## src/rtl/key_repeat.sv

```systemverilog
// Debounced key levels -> single-cycle action pulses with press, hold-delay and auto-repeat timing.
// Optional release pulses on key_rel when built with KEY_REPEAT_RELEASE_EN defined.
module key_repeat #(
  parameter int NUM_KEYS      = 3,
  parameter int HOLD_DELAY    = 6_000_000,
  parameter int REPEAT_PERIOD = 1_500_000,
  parameter int ACTIVE_LOW    = 1
) (
  input  logic                clk,
  input  logic                rst_n,
  input  logic [NUM_KEYS-1:0] key_in,
  output logic [NUM_KEYS-1:0] key_evt,
  output logic [NUM_KEYS-1:0] key_held
`ifdef KEY_REPEAT_RELEASE_EN
  ,
  output logic [NUM_KEYS-1:0] key_rel
`endif
);

  localparam int MAX_CNT = (HOLD_DELAY > REPEAT_PERIOD) ? HOLD_DELAY : REPEAT_PERIOD;
  localparam int CW      = (MAX_CNT > 1) ? $clog2(MAX_CNT) : 1;

  localparam logic [CW-1:0] HOLD_LAST   = CW'(HOLD_DELAY - 1);
  localparam logic [CW-1:0] REPEAT_LAST = CW'(REPEAT_PERIOD - 1);

  localparam logic [NUM_KEYS-1:0] IDLE_LVL = (ACTIVE_LOW != 0) ? '1 : '0;

  localparam logic [1:0] IDLE   = 2'd0;
  localparam logic [1:0] HOLD   = 2'd1;
  localparam logic [1:0] REPEAT = 2'd2;

  logic [NUM_KEYS-1:0] sync1;
  logic [NUM_KEYS-1:0] sync2;
  logic [NUM_KEYS-1:0] key_s;
  logic [NUM_KEYS-1:0] evt_q;
  logic [NUM_KEYS-1:0] rel_q;
  logic [1:0]          state [NUM_KEYS];
  logic [CW-1:0]       cnt   [NUM_KEYS];

  // Synchroniser resets to the released level so reset never looks like a press.
  always_ff @(posedge clk or negedge rst_n) begin
    if (!rst_n) begin
      sync1 <= IDLE_LVL;
      sync2 <= IDLE_LVL;
    end else begin
      sync1 <= key_in;
      sync2 <= sync1;
    end
  end

  assign key_s = (ACTIVE_LOW != 0) ? ~sync2 : sync2;

  // NOTE: sequential state uses <= only; blocking here would let later loop
  // iterations or blocks see half-updated values and break sim/synth agreement.
  always_ff @(posedge clk or negedge rst_n) begin
    if (!rst_n) begin
      for (int k = 0; k < NUM_KEYS; k++) begin
        state[k] <= IDLE;
        cnt[k]   <= '0;
      end
      evt_q <= '0;
      rel_q <= '0;
    end else begin
      for (int k = 0; k < NUM_KEYS; k++) begin
        evt_q[k] <= 1'b0;
        rel_q[k] <= 1'b0;
        case (state[k])
          IDLE: begin
            cnt[k] <= '0;
            if (key_s[k]) begin
              state[k] <= HOLD;
              evt_q[k] <= 1'b1;
            end
          end
          HOLD: begin
            // Release takes priority over the terminal count.
            if (!key_s[k]) begin
              state[k] <= IDLE;
              cnt[k]   <= '0;
              rel_q[k] <= 1'b1;
            end else if (cnt[k] == HOLD_LAST) begin
              state[k] <= REPEAT;
              cnt[k]   <= '0;
              evt_q[k] <= 1'b1;
            end else begin
              cnt[k] <= cnt[k] + CW'(1);
            end
          end
          REPEAT: begin
            if (!key_s[k]) begin
              state[k] <= IDLE;
              cnt[k]   <= '0;
              rel_q[k] <= 1'b1;
            end else if (cnt[k] == REPEAT_LAST) begin
              cnt[k]   <= '0;
              evt_q[k] <= 1'b1;
            end else begin
              cnt[k] <= cnt[k] + CW'(1);
            end
          end
          default: begin
            state[k] <= IDLE;
            cnt[k]   <= '0;
          end
        endcase
      end
    end
  end

  always_ff @(posedge clk or negedge rst_n) begin
    if (!rst_n) begin
      key_evt  <= '0;
      key_held <= '0;
    end else begin
      key_evt  <= evt_q;
      key_held <= key_s;
    end
  end

`ifdef KEY_REPEAT_RELEASE_EN
  always_ff @(posedge clk or negedge rst_n) begin
    if (!rst_n) key_rel <= '0;
    else        key_rel <= rel_q;
  end
`else
  logic unused_rel;
  assign unused_rel = ^rel_q;
`endif

endmodule
```

## config.mk

```make
export PLATFORM = sky130hd
export DESIGN_NAME = key_repeat
export DESIGN_NICKNAME = d
export VERILOG_FILES = /design/src/rtl/key_repeat.sv
export SDC_FILE = /design/constraint.sdc
export NUM_CORES = 1
export LEC_CHECK = 0
export CAP_MARGIN = 20
export CORE_MARGIN = 4
export CORE_UTILIZATION = 25
export CTS_BUF_LIST = sky130_fd_sc_hd__clkbuf_4
export DETAILED_ROUTE_END_ITERATION = 7
export GPL_ROUTABILITY_DRIVEN = 1
export PLACE_DENSITY = 0.47
export RECOVER_POWER = 100
export SLEW_MARGIN = 10
export SYNTH_ARGS = -nofsm -noshare
export SYNTH_HDL_FRONTEND = slang
export SYNTH_SLANG_ARGS = --single-unit
```

## constraint.sdc

```tcl
create_clock -name clk -period 5.5 [get_ports clk]
set_input_delay 0.55 -clock clk [delete_from_list [all_inputs] [get_ports clk]]
set_output_delay 0.55 -clock clk [all_outputs]
set_load 0.02 [all_outputs]
```

======== Word-level counts from Yosys, hierarchy flattened ========
Index checks and enable logic that the tools add are counted.
cells by class
  $add $sub $neg .......................... 3
  equal/unequal tests ..................... 21
  multiplexer cells ....................... 48
  bitwise logic cells ..................... 1
  reductions and logical operators ........ 6
operators by type and width
  kind                     number
  $mux W23                 12
  $pmux W23 S2             3
  $add A23 B1 Y23 const B  3
  $eq A23 B21 Y1 const B   3
  $eq A23 B23 Y1 const B   3
  $mux W2                  12
  $pmux W2 S3              3
  $mux W1                  15
  $ne A2 B2 Y1 const B     6
  $ne A3 B3 Y1 const B     3
  $pmux W1 S3              3
  $reduce_and A3 Y1        3
  $eq A2 B1 Y1 const B     3
  $eq A2 B2 Y1 const B     3
  $logic_not A2 Y1         3
  $not A3 Y3               1
storage, ports and cells
  register bits ........................... 90
  bits of input ports ..................... 5
  output and inout bits ................... 6
  logic and storage cells ................. 90

======== Longest topological paths before layout ========
Gate-level depths: netlist of run 1.
  depth after elaboration ................. 4
  gate-level depth with buffers ........... 7
  mapped depth without buffers ............ 6

======== Least setup slack after synthesis of run 1 ========
No wires, ideal clock.
  path kind ............................... register to register
  from .................................... register cnt[64] (netlist bit)
  to ...................................... register state[4] (netlist bit)
  setup time .............................. 104 ps
  arrival ................................. 1919 ps
  data required time ...................... 5396 ps
  path slack .............................. 3477 ps
  cell stages (with the launch flop) ...... 6
  buffers on the path ..................... 0
  clock period less this slack ............ 2023 ps
  path through ............................ dfrtp_1 -> or4b_4 -> nor4_4 -> a21boi_2 -> or4b_1 -> o311ai_1
between the ends
  longest elaborated chain between the ends .. 3
RTL lines
  item                                line  RTL
  start: declaration                  38    logic [CW-1:0] cnt [NUM_KEYS];
  start signal: indexed assignment    86    cnt[k] <= cnt[k] + CW'(1);
  start signal: indexed assignment    98    cnt[k] <= cnt[k] + CW'(1);
  $eq A23 B23 Y1                      81    end else if (cnt[k] == HOLD_LAST) begin
  $ne A3 B3 Y1 (no source line)       n/a
  $reduce_and A3 Y1 (no source line)  n/a
  end signal: indexed assignment      78    state[k] <= IDLE;
  end signal: indexed assignment      82    state[k] <= REPEAT;
  end signal: indexed assignment      91    state[k] <= IDLE;
  end: declaration                    37    logic [1:0] state [NUM_KEYS];
No other way between the ends.
A chain may end at the register's enable or synchronous reset.

======== Final worst setup path of run 1 ========
  from .................................... register cnt[64] (netlist bit)
  to ...................................... register cnt[48] (netlist bit)
between the ends
  longest elaborated chain between the ends .. 4
  elaborated cells between the ends (all ways) .. 7
  classes of those cells .................. eq/ne: 2; mux: 5
RTL lines
  item                                                     line    RTL
  $eq A23 B21 Y1 / $eq A23 B23 Y1 (equally long branches)  94, 81
  $mux W23 (on tied branches)                              94, 81
  $mux W23 (on tied branches)                              90, 77
  $pmux W23 S2 (*)                                         67      case (state[k])
Mark *: on every way between the ends. The rest lies on a longest branch, timed or not.

==> flow_summary.ini, run 1 <==
[pwr]
power_frac_seq_pct = 55.1
powerDensity_nw_per_um2 = 264
p_leak_nw = 1.95
p_int_uw = 941
power_switching_share_pct = 28.4
p_clk_share_pct = 30.6
power_frac_comb_pct = 14.3
switchingPower_uw = 372
ir_worst_vdd_v = 0.000106
p_total_mw = 1.31

[grt]
track_usage_pct = 9.13
grt.overflow.total = 0
grt_pass1_vias = 3229
antenna_found_initial = 1
grt_first_pass_wirelength_um = 15200
grt_max_degree = 70

[placement]
port_buffers = 10
gp_congestion = 0.782
hpwl_um = 5960

[clocking]
path_clk_slew_ns = 0.15
cts_buffer_depth = 2
clk_latency_ns = 0.45
cts_resized = 0
htreeDepth = 3
cts_root_buf = clkbuf_4
cts_tree = done
numCtsBuffers = 9
clock-sinks = 90

[yosys]
synth_top_family_by_area = simple AND/OR/NAND/NOR gates
yosysUniqueCellTypes = 52
syn-num-nets = 468
ys_seq_elements = 90
yosys_warnings = 0
syn_avg_cell_area_um2 = 10.1
syn_inst = 447
synth_compound_area_share_pct = 4.09
syn-cell-area_um2 = 4500
synth_xor_area_share_pct = 12.3
postSynth.asyncResetShare_pct = 100
synth_edf_count = 0
synth_ff_type = dfrtp_1
seq_area_frac_synth_pct = 50.2
synthAdderAreaFrac_pct = 4.45
synthSimpleGateAreaFrac_pct = 26.4
synth_mux_area_share_pct = 0

[sta]
finalHoldViolations = 0
slew_headroom_pct = -15.2
drv_slew = 94
finalCritPeriodShare_pct = 64.8
fin_worst_skew_ns = 0.0203
setup_violations = 0
rsz0062_at_grt = false
fin_setup_tns_ns = 0
tightest_slew_ns = 1.73
min_period_ns = 3.56
max_freq_mhz = 281
timing.hold.ws_ns = 0.363

[floorplanning]
die_y_um = 142
io-pin-count = 11
die-area_um2 = 20200
rows = 48
start_util_pct = 25.7
core_um2 = 17500
die_w_um = 142

[detailed_routing]
wl_um = 8610
drt_iter0_markers = 227
final_antenna_net_count = 0
num_vias = 3179
drc = 0
dr.pass1.iters = 4
wire_per_inst_um = 12.5
via_per_inst = 4.61

[setup_path]
cp-start-kind = register
critPathCaptureType = register
worstPathRequired_ns = 5.78
path_max_fanout = 23
worstSetupPathType = register to register
crit_arrival_ns = 3.84

[cells_and_area]
multi_input_area_um2 = 2090
area.sequential_um2 = 2260
final_util_pct = 28.4
syn_to_final_growth_pct = 10.4
num-nets-final = 481
mostFrequentLayoutCells = nor2_1 (84), dfrtp_1 (84), xor2_1 (44)
n_fill_cell = 1814
drive_gt1_share_pct = 5.39

[flow_run]
cap_violations = 2

[worst_hold_path]
hold_path.class = register to register

[outcome]
violations = max-capacitance violations, max-slew violations
outcome = finished, violations left
==> metrics by stage <==
step,setup slack (ns),area [um^2],instances
floorplan,3.48,4500,447
global placement,3.00,4840,673
detailed placement,2.91,4840,673
CTS,2.90,5000,689
global route,1.63,4960,690
finish,1.94,4960,690
==> cell families (layout without fill, tap and decap cells) <==
logic type / count (synthesis) / in the layout
adders and majority gates: 16 / 16
xor gates and xnor gates: 63 / 63
AOI/OAI and AO/OA: 24 / 24
and+or+nand+nor: 226 / 226
buffers and inverters: 28 / 45
other: 0 / 1
DFF: 90 / 90
==> final cells by class <==
class / count / area share [%]
flip-flops and latches: 90 / 45.5
multi-input cells: 329 / 42.2
well taps: 225 / 5.67
repair buffers: 12 / 2.19
clock inverters: 6 / 1.66
clock buffers: 9 / 1.36
inverters: 18 / 1.36
diodes: 1 / 0.0504
==> per-layer routing <==
| metal | GRT usage, % | part of all wire, % |
|---|---|---|
| met5 | 0 | 0 |
| met4 | 5.05 | 2.8 |
| met3 | 1.41 | 1.5 |
| met2 | 15.0 | 47 |
| met1 | 11.5 | 48 |
==> worst paths after layout <==
| path | endpoint | cells past startpoint | slack [ns] | start |
|---|---|---|---|---|
| setup reg to reg | cnt[48]$_DFF_PN0_ | 5 | 1.94 | cnt[64]$_DFF_PN0_ |
| hold reg to reg | key_evt[0]$_DFF_PN0_ | 0 | 0.36 | evt_q[0]$_DFF_PN0_ |
| min in group asynchronous | cnt[33]$_DFF_PN0_ | 2 | 0.87 | rst_n |
| setup / recovery | cnt[48]$_DFF_PN0_ | 5 | 1.94 | cnt[64]$_DFF_PN0_ |
| hold / removal | key_evt[0]$_DFF_PN0_ | 0 | 0.36 | evt_q[0]$_DFF_PN0_ |
| max in group asynchronous | cnt[40]$_DFF_PN0_ | 3 | 2.33 | rst_n |
==> synthesized netlist by cell type (4+ instances only) <==
cell type | count | area share (%)
nor2_1 | 84 | 7.0
and4_1 | 6 | 1.2
nor3_1 | 4 | 0.45
inv_1 | 18 | 1.5
and3_1 | 8 | 1.1
nand4_1 | 22 | 3.1
nor4bb_1 | 4 | 0.89
clkbuf_1 | 6 | 0.50
o21ai_0 | 4 | 0.45
nand3_1 | 37 | 4.1
dfstp_2 | 6 | 3.5
nand2_1 | 25 | 2.1
xor2_1 | 44 | 8.6
nor4_1 | 11 | 1.5
and2_1 | 4 | 0.56
ha_1 | 16 | 4.5
xnor2_1 | 19 | 3.7
dfrtp_1 | 84 | 47
==> sequential cells by signal, indices dropped and copies added, names as in the netlist <==
register	count
key_held	3
key_evt	3
sync2	3
sync1	3
cnt	69
state	6
evt_q	3
==> timing repair <==
item,4_1_cts,5_1_grt
buffers inserted,0,0
hold buffers,1,0
hold endpoints to repair,18,0
==> power by group through the flow <==
stage               sequential (mW)  clock [mW]  combinational, mW
finish                        0.723       0.402              0.187
global route                  0.729       0.448              0.216
detailed placement            0.737           0              0.201
global placement              0.735           0              0.196
floorplan                     0.741           0              0.132
CTS                           0.725       0.424              0.202
==> worst max-delay path, cell delays in order (launching register included) <==
cell      delay [ns]
dfrtp_1         0.44
or4b_2          0.69
nor4_1          0.52
a21boi_0        0.26
o211ai_1        1.35
nor2_1          0.12
Power figures use the tool's default switching activity.
==> inputs of run 2 (changes only) <==
clock period = 3.7 ns   (was 5.5 ns; I/O delays follow)
==> run 2 against run 1 <==
Net effect:
- the run now ends clean
- largest cell class unchanged
- hold slack hardly changed
- first-iteration DRC count is 33% lower
- largest power group unchanged
- combinational power is 53% higher
- register-to-register slack worse by 1.3 ns
- highest routed layer unchanged
- sequential share of layout area is 0.24 points higher
==> flow_summary.ini, run 2 (synthesis results as in run 1) <==
[setup_path]
worstSetupPathType = register to register
cp-start-kind = register
path_max_fanout = 23
cp_num_buf_inv = 0
slowest_delay_ns = 0.86
cp_cell_sequence = or4b_2 -> nor4_1 -> a21boi_0 -> o211ai_2 -> nor2_1
worstPathRequired_ns = 4.01
crit_arrival_ns = 3.32
crit_family = simple AND/OR/NAND/NOR gates
critPathCaptureType = register
crit_slowest_cell = o211ai_2

[sta]
fin_worst_skew_ns = 0.0157
finalHoldViolations = 0
fin_setup_tns_ns = 0
tightest_slew_ns = 1.33
finalCritPeriodShare_pct = 81.5
min_period_ns = 3.02
rsz0062_at_grt = false
max_freq_mhz = 332
setup_violations = 0
slew_headroom_pct = 11.3
timing.hold.ws_ns = 0.364
drv_slew = 0

[clocking]
clk_latency_ns = 0.45
cts_resized = 0
hold_buffers = 0
numCtsBuffers = 9
cts_tree = done
clock-sinks = 90
path_clk_slew_ns = 0.14
cts_setup_buffers = 0
cts_buffer_depth = 2
cts_root_buf = clkbuf_4
htreeDepth = 3

[cells_and_area]
syn_to_final_growth_pct = 9.79
num-nets-final = 482
final_util_pct = 28.3
largest_register_ffs = 69
fin_cells = 692
largest-register = cnt
top_regs = cnt (69), state (6)
drive_gt1_share_pct = 5.58
mostFrequentLayoutCells = nor2_1 (84), dfrtp_1 (84), xor2_1 (44)
n_fill_cell = 1824

[detailed_routing]
wl_um = 8650
drt_iter0_markers = 151
wire_per_inst_um = 12.5
final_antenna_net_count = 0
num_vias = 3164
dr.pass1.iters = 4
via_per_inst = 4.57
drc = 0

[pwr]
p_leak_nw = 1.93
power_switching_share_pct = 30.6
power_frac_seq_pct = 58.1
powerDensity_nw_per_um2 = 375
switchingPower_uw = 566
p_total_mw = 1.85
p_int_mw = 1.28
p_clk_share_pct = 26.4
ir_worst_vdd_v = 0.000169
power_frac_comb_pct = 15.5

[placement]
port_buffers = 10
dp.cells = 673
hpwl_um = 5820
gp_congestion = 0.774

[floorplanning]
die-area_um2 = 20200
die_y_um = 142
core_um2 = 17500
io-pin-count = 11
start_util_pct = 25.7
rows = 48
die_w_um = 142

[outcome]
outcome = completed

[grt]
antenna_found_initial = 1
grt_pass1_vias = 3173
grt_first_pass_wirelength_um = 15300
grt_max_degree = 74
grt.overflow.total = 0
track_usage_pct = 9.14

[worst_hold_path]
hold_path.class = register to register

[flow_run]
cap_violations = 0
[run 2: changes by cell type in the layout (fill, tap and decap cells not counted), sizes merged]
cell / change
bufinv: -2
clkinvlp: +1
clkbuf: +3
[run 2: power groups by stage]
stage / registers [mW] / clock network, mW / logic [mW]
3_5_place_dp: 1.09 / 0 / 0.302
4_1_cts: 1.08 / 0.521 / 0.302
3_3_place_gp: 1.09 / 0 / 0.294
5_1_grt: 1.08 / 0.553 / 0.328
6_report: 1.07 / 0.489 / 0.287
2_1_floorplan: 1.10 / 0 / 0.196
[run 2: worst reg2reg max path: stages (launching register included)]
cell      delay, ns
dfrtp_1        0.45
or4b_2         0.69
nor4_1         0.48
a21boi_0       0.27
o211ai_2       0.86
nor2_1         0.13
[run 2: area by class of cell]
cell class                 count  area (um^2)  share of cell area (%)
antenna                        1         2.50                  0.0507
tap                          225          282                    5.70
clock buffer                  11         82.6                    1.67
clock inverter                 5         32.5                   0.659
multi-input combinational    329         2100                    42.5
sequential                    90         2260                    45.8
timing repair buffer          13          113                    2.28
inverter                      18         67.6                    1.37
[run 2: per-layer routing]
layer,share of wire [%],up-vias,GRT usage (%),routed length (um)
li1,-,1575,-,-
met1,49,1546,11.7,4210
met2,47,30,15.2,4100
met3,1.6,13,1.11,140
met4,2.3,0,4.55,199
met5,0,-,0,0
[run 2: path summary, 6_finish.rpt]
path	start	end	slack, ns	cells after the start
setup / recovery	cnt[64]$_DFF_PN0_	cnt[50]$_DFF_PN0_	0.68	5
hold / removal	evt_q[2]$_DFF_PN0_	key_evt[2]$_DFF_PN0_	0.36	0
setup reg to reg	cnt[64]$_DFF_PN0_	cnt[50]$_DFF_PN0_	0.68	5
hold reg to reg	evt_q[2]$_DFF_PN0_	key_evt[2]$_DFF_PN0_	0.36	0
max in group asynchronous	rst_n	cnt[21]$_DFF_PN0_	1.10	3
min in group asynchronous	rst_n	cnt[33]$_DFF_PN0_	0.67	2
[run 2: per-stage QoR]
| stage | instance area (um^2) | worst slack, ns |
|---|---|---|
| after floorplan | 4500 | 1.68 |
| after global placement | 4840 | 1.18 |
| after detailed placement | 4840 | 1.14 |
| after CTS | 4950 | 1.11 |
| after global routing | 4940 | 0.489 |
| final | 4940 | 0.684 |
==> inputs of run 3 (changes only) <==
clock period = 2.8 ns   (was 3.7 ns; I/O delays follow)
==> run 3 against run 2 <==
Net effect:
- clock skew rose by 0.00074 ns
- first-iteration DRC count fell by 24%
- critical path depth rose by 1
- hold slack got worse by 0.0034 ns
- clock power rose by 45%
- fmax rose by 31%
- cell count rose by 0.72%
- sequential share of layout area fell by 0.73 points
- cell area rose by 1.6%
- die area did not move
- global-route usage rose by 0.15 points
- critical path type unchanged
- critical endpoint is now cnt[27]$_DFF_PN0_
- largest cell class unchanged
- highest routed layer unchanged
==> flow_summary.ini, run 3 (synthesis results as in run 1) <==
[floorplanning]
die_y_um = 142
io-pin-count = 11
core_um2 = 17500
start_util_pct = 25.7
rows = 48
die-area_um2 = 20200
die_w_um = 142

[detailed_routing]
drt_iter0_markers = 115
final_antenna_net_count = 0
wire_per_inst_um = 12.4
dr.pass1.iters = 4
via_per_inst = 4.53
drc = 0
wl_um = 8660
num_vias = 3157

[pwr]
p_int_mw = 1.79
power_frac_comb_pct = 15.4
powerDensity_nw_per_um2 = 501
p_leak_nw = 1.99
p_clk_share_pct = 28.3
ir_worst_vdd_v = 0.000199
power_frac_seq_pct = 56.4
switchingPower_uw = 724
p_total_mw = 2.51
power_switching_share_pct = 28.8

[placement]
gp_congestion = 0.747
hpwl_um = 5980
port_buffers = 10

[setup_path]
r2r_slack_ns = 0.50
path_max_fanout = 13
slowest_delay_ns = 0.46
worstSetupPathType = register to register
crit_arrival_ns = 2.61
crit_family = simple AND/OR/NAND/NOR gates
cp-start-kind = register
cp_num_buf_inv = 1
critPathCaptureType = register
r2r-start = cnt[30]$_DFF_PN0_
r2r_end = cnt[27]$_DFF_PN0_
worst-path-stages = 6
worstPathRequired_ns = 3.12
cp_cell_sequence = nor4bb_1 -> nand4_1 -> o21ai_0 -> o32a_1 -> clkbuf_1 -> nor2_1
worst-r2r-cell-count = 6
crit_slowest_cell = dfrtp_1

[clocking]
cts_buffer_depth = 2
numCtsBuffers = 9
hold_buffers = 1
cts_tree = done
cts_setup_buffers = 0
clock-sinks = 90
htreeDepth = 3
path_clk_slew_ns = 0.13
clk_latency_ns = 0.45
cts_resized = 0
cts_root_buf = clkbuf_4

[cells_and_area]
syn_to_final_growth_pct = 11.6
largest-register = cnt
drive_gt1_share_pct = 6.37
mostFrequentLayoutCells = nor2_1 (84), dfrtp_1 (84), xor2_1 (44)
largest_register_ffs = 69
n_fill_cell = 1817
num-nets-final = 487
top_regs = cnt (69), state (6)

[grt]
grt.overflow.total = 0
track_usage_pct = 9.29
grt_pass1_vias = 3208
antenna_found_initial = 1
grt_max_degree = 55
grt_first_pass_wirelength_um = 15400

[flow_run]
cap_violations = 0

[sta]
max_freq_mhz = 435
finalCritPeriodShare_pct = 82.0
min_period_ns = 2.30
drv_slew = 0
setup_violations = 0
finalHoldViolations = 0
slew_headroom_pct = 8.79
tightest_slew_ns = 1.37
rsz0062_at_grt = false
fin_worst_skew_ns = 0.0165
fin_setup_tns_ns = 0

[worst_hold_path]
hold_end = sync1[1]$_DFF_PN1_
hold_path.class = input pin to register
worstHoldPathCells = 1
min_from = key_in[1]

[outcome]
outcome = completed
-- run 3: changes by cell type in the layout (fill, tap and decap cells not counted) --
| cell | before | now |
|---|---|---|
| buf_12 | 0 | 1 |
| buf_4 | 0 | 4 |
| bufinv_16 | 0 | 1 |
| clkinv_1 | 1 | 3 |
| clkinv_4 | 1 | 0 |
| clkinvlp_4 | 2 | 0 |
| nor4_1 | 12 | 11 |
| nor4_4 | 0 | 1 |
| o22a_1 | 1 | 0 |
| o22a_2 | 0 | 1 |
| or4b_1 | 1 | 2 |
| or4b_2 | 1 | 0 |
-- run 3: worst register-to-register path, delay by kind of cell (launching register included) --
| kind | cells | cell delay [ns] |
|---|---|---|
| AOI/OAI and AO/OA | 2 | 0.51 |
| and+or+nand+nor | 3 | 0.74 |
| DFF | 1 | 0.46 |
| buffers and inverters | 1 | 0.46 |
-- run 3: final cells by class --
type	count	area [um^2]	area share, %
clock buffer	11	82.6	1.65
clock inverter	5	46.3	0.922
antenna	1	2.50	0.0499
timing repair buffer	18	163	3.24
multi-input combinational	329	2120	42.2
sequential	90	2260	45.0
tap	225	282	5.61
inverter	18	67.6	1.35
-- run 3: power by group through the flow --
stage	clock network, mW	registers [mW]	logic (mW)
floorplan	0	1.45	0.259
global placement	0	1.44	0.405
detailed placement	0	1.44	0.413
CTS	0.759	1.42	0.415
global route	0.810	1.43	0.448
finish	0.711	1.42	0.386
-- run 3: worst max path at each step --
stage | start | end
final | cnt[30]$_DFF_PN0_ | cnt[27]$_DFF_PN0_
after global routing | cnt[30]$_DFF_PN0_ | cnt[43]$_DFF_PN0_
after CTS | cnt[9]$_DFF_PN0_ | cnt[7]$_DFF_PN0_
after detailed placement | cnt[9]$_DFF_PN0_ | cnt[10]$_DFF_PN0_
after global placement | cnt[9]$_DFF_PN0_ | cnt[17]$_DFF_PN0_
after floorplan | cnt[64]$_DFF_PN0_ | state[4]$_DFFE_PN0P_
-- run 3: metal layers --
| layer | up-vias | part of all wire, % | global-route usage [%] |
|---|---|---|---|
| li1 | 1588 | - | - |
| met1 | 1530 | 50 | 12.6 |
| met2 | 26 | 46 | 14.2 |
| met3 | 13 | 1.7 | 1.58 |
| met4 | 0 | 2.4 | 5.00 |
| met5 | - | 0 | 0 |
-- run 3: per-stage QoR --
stage / setup slack [ns] / util [%] / area [um^2] / instances / hold slack [ns]
floorplan: 0.777 / - / 4500 / 447 / -0.0156
global placement: 0.541 / 28.0 / 4890 / 679 / 0.334
detailed placement: 0.499 / 28.0 / 4890 / 679 / 0.337
CTS: 0.485 / 28.8 / 5030 / 696 / 0.172
global route: 0.264 / 28.7 / 5020 / 697 / 0.309
finish: 0.504 / 28.7 / 5020 / 697 / 0.360
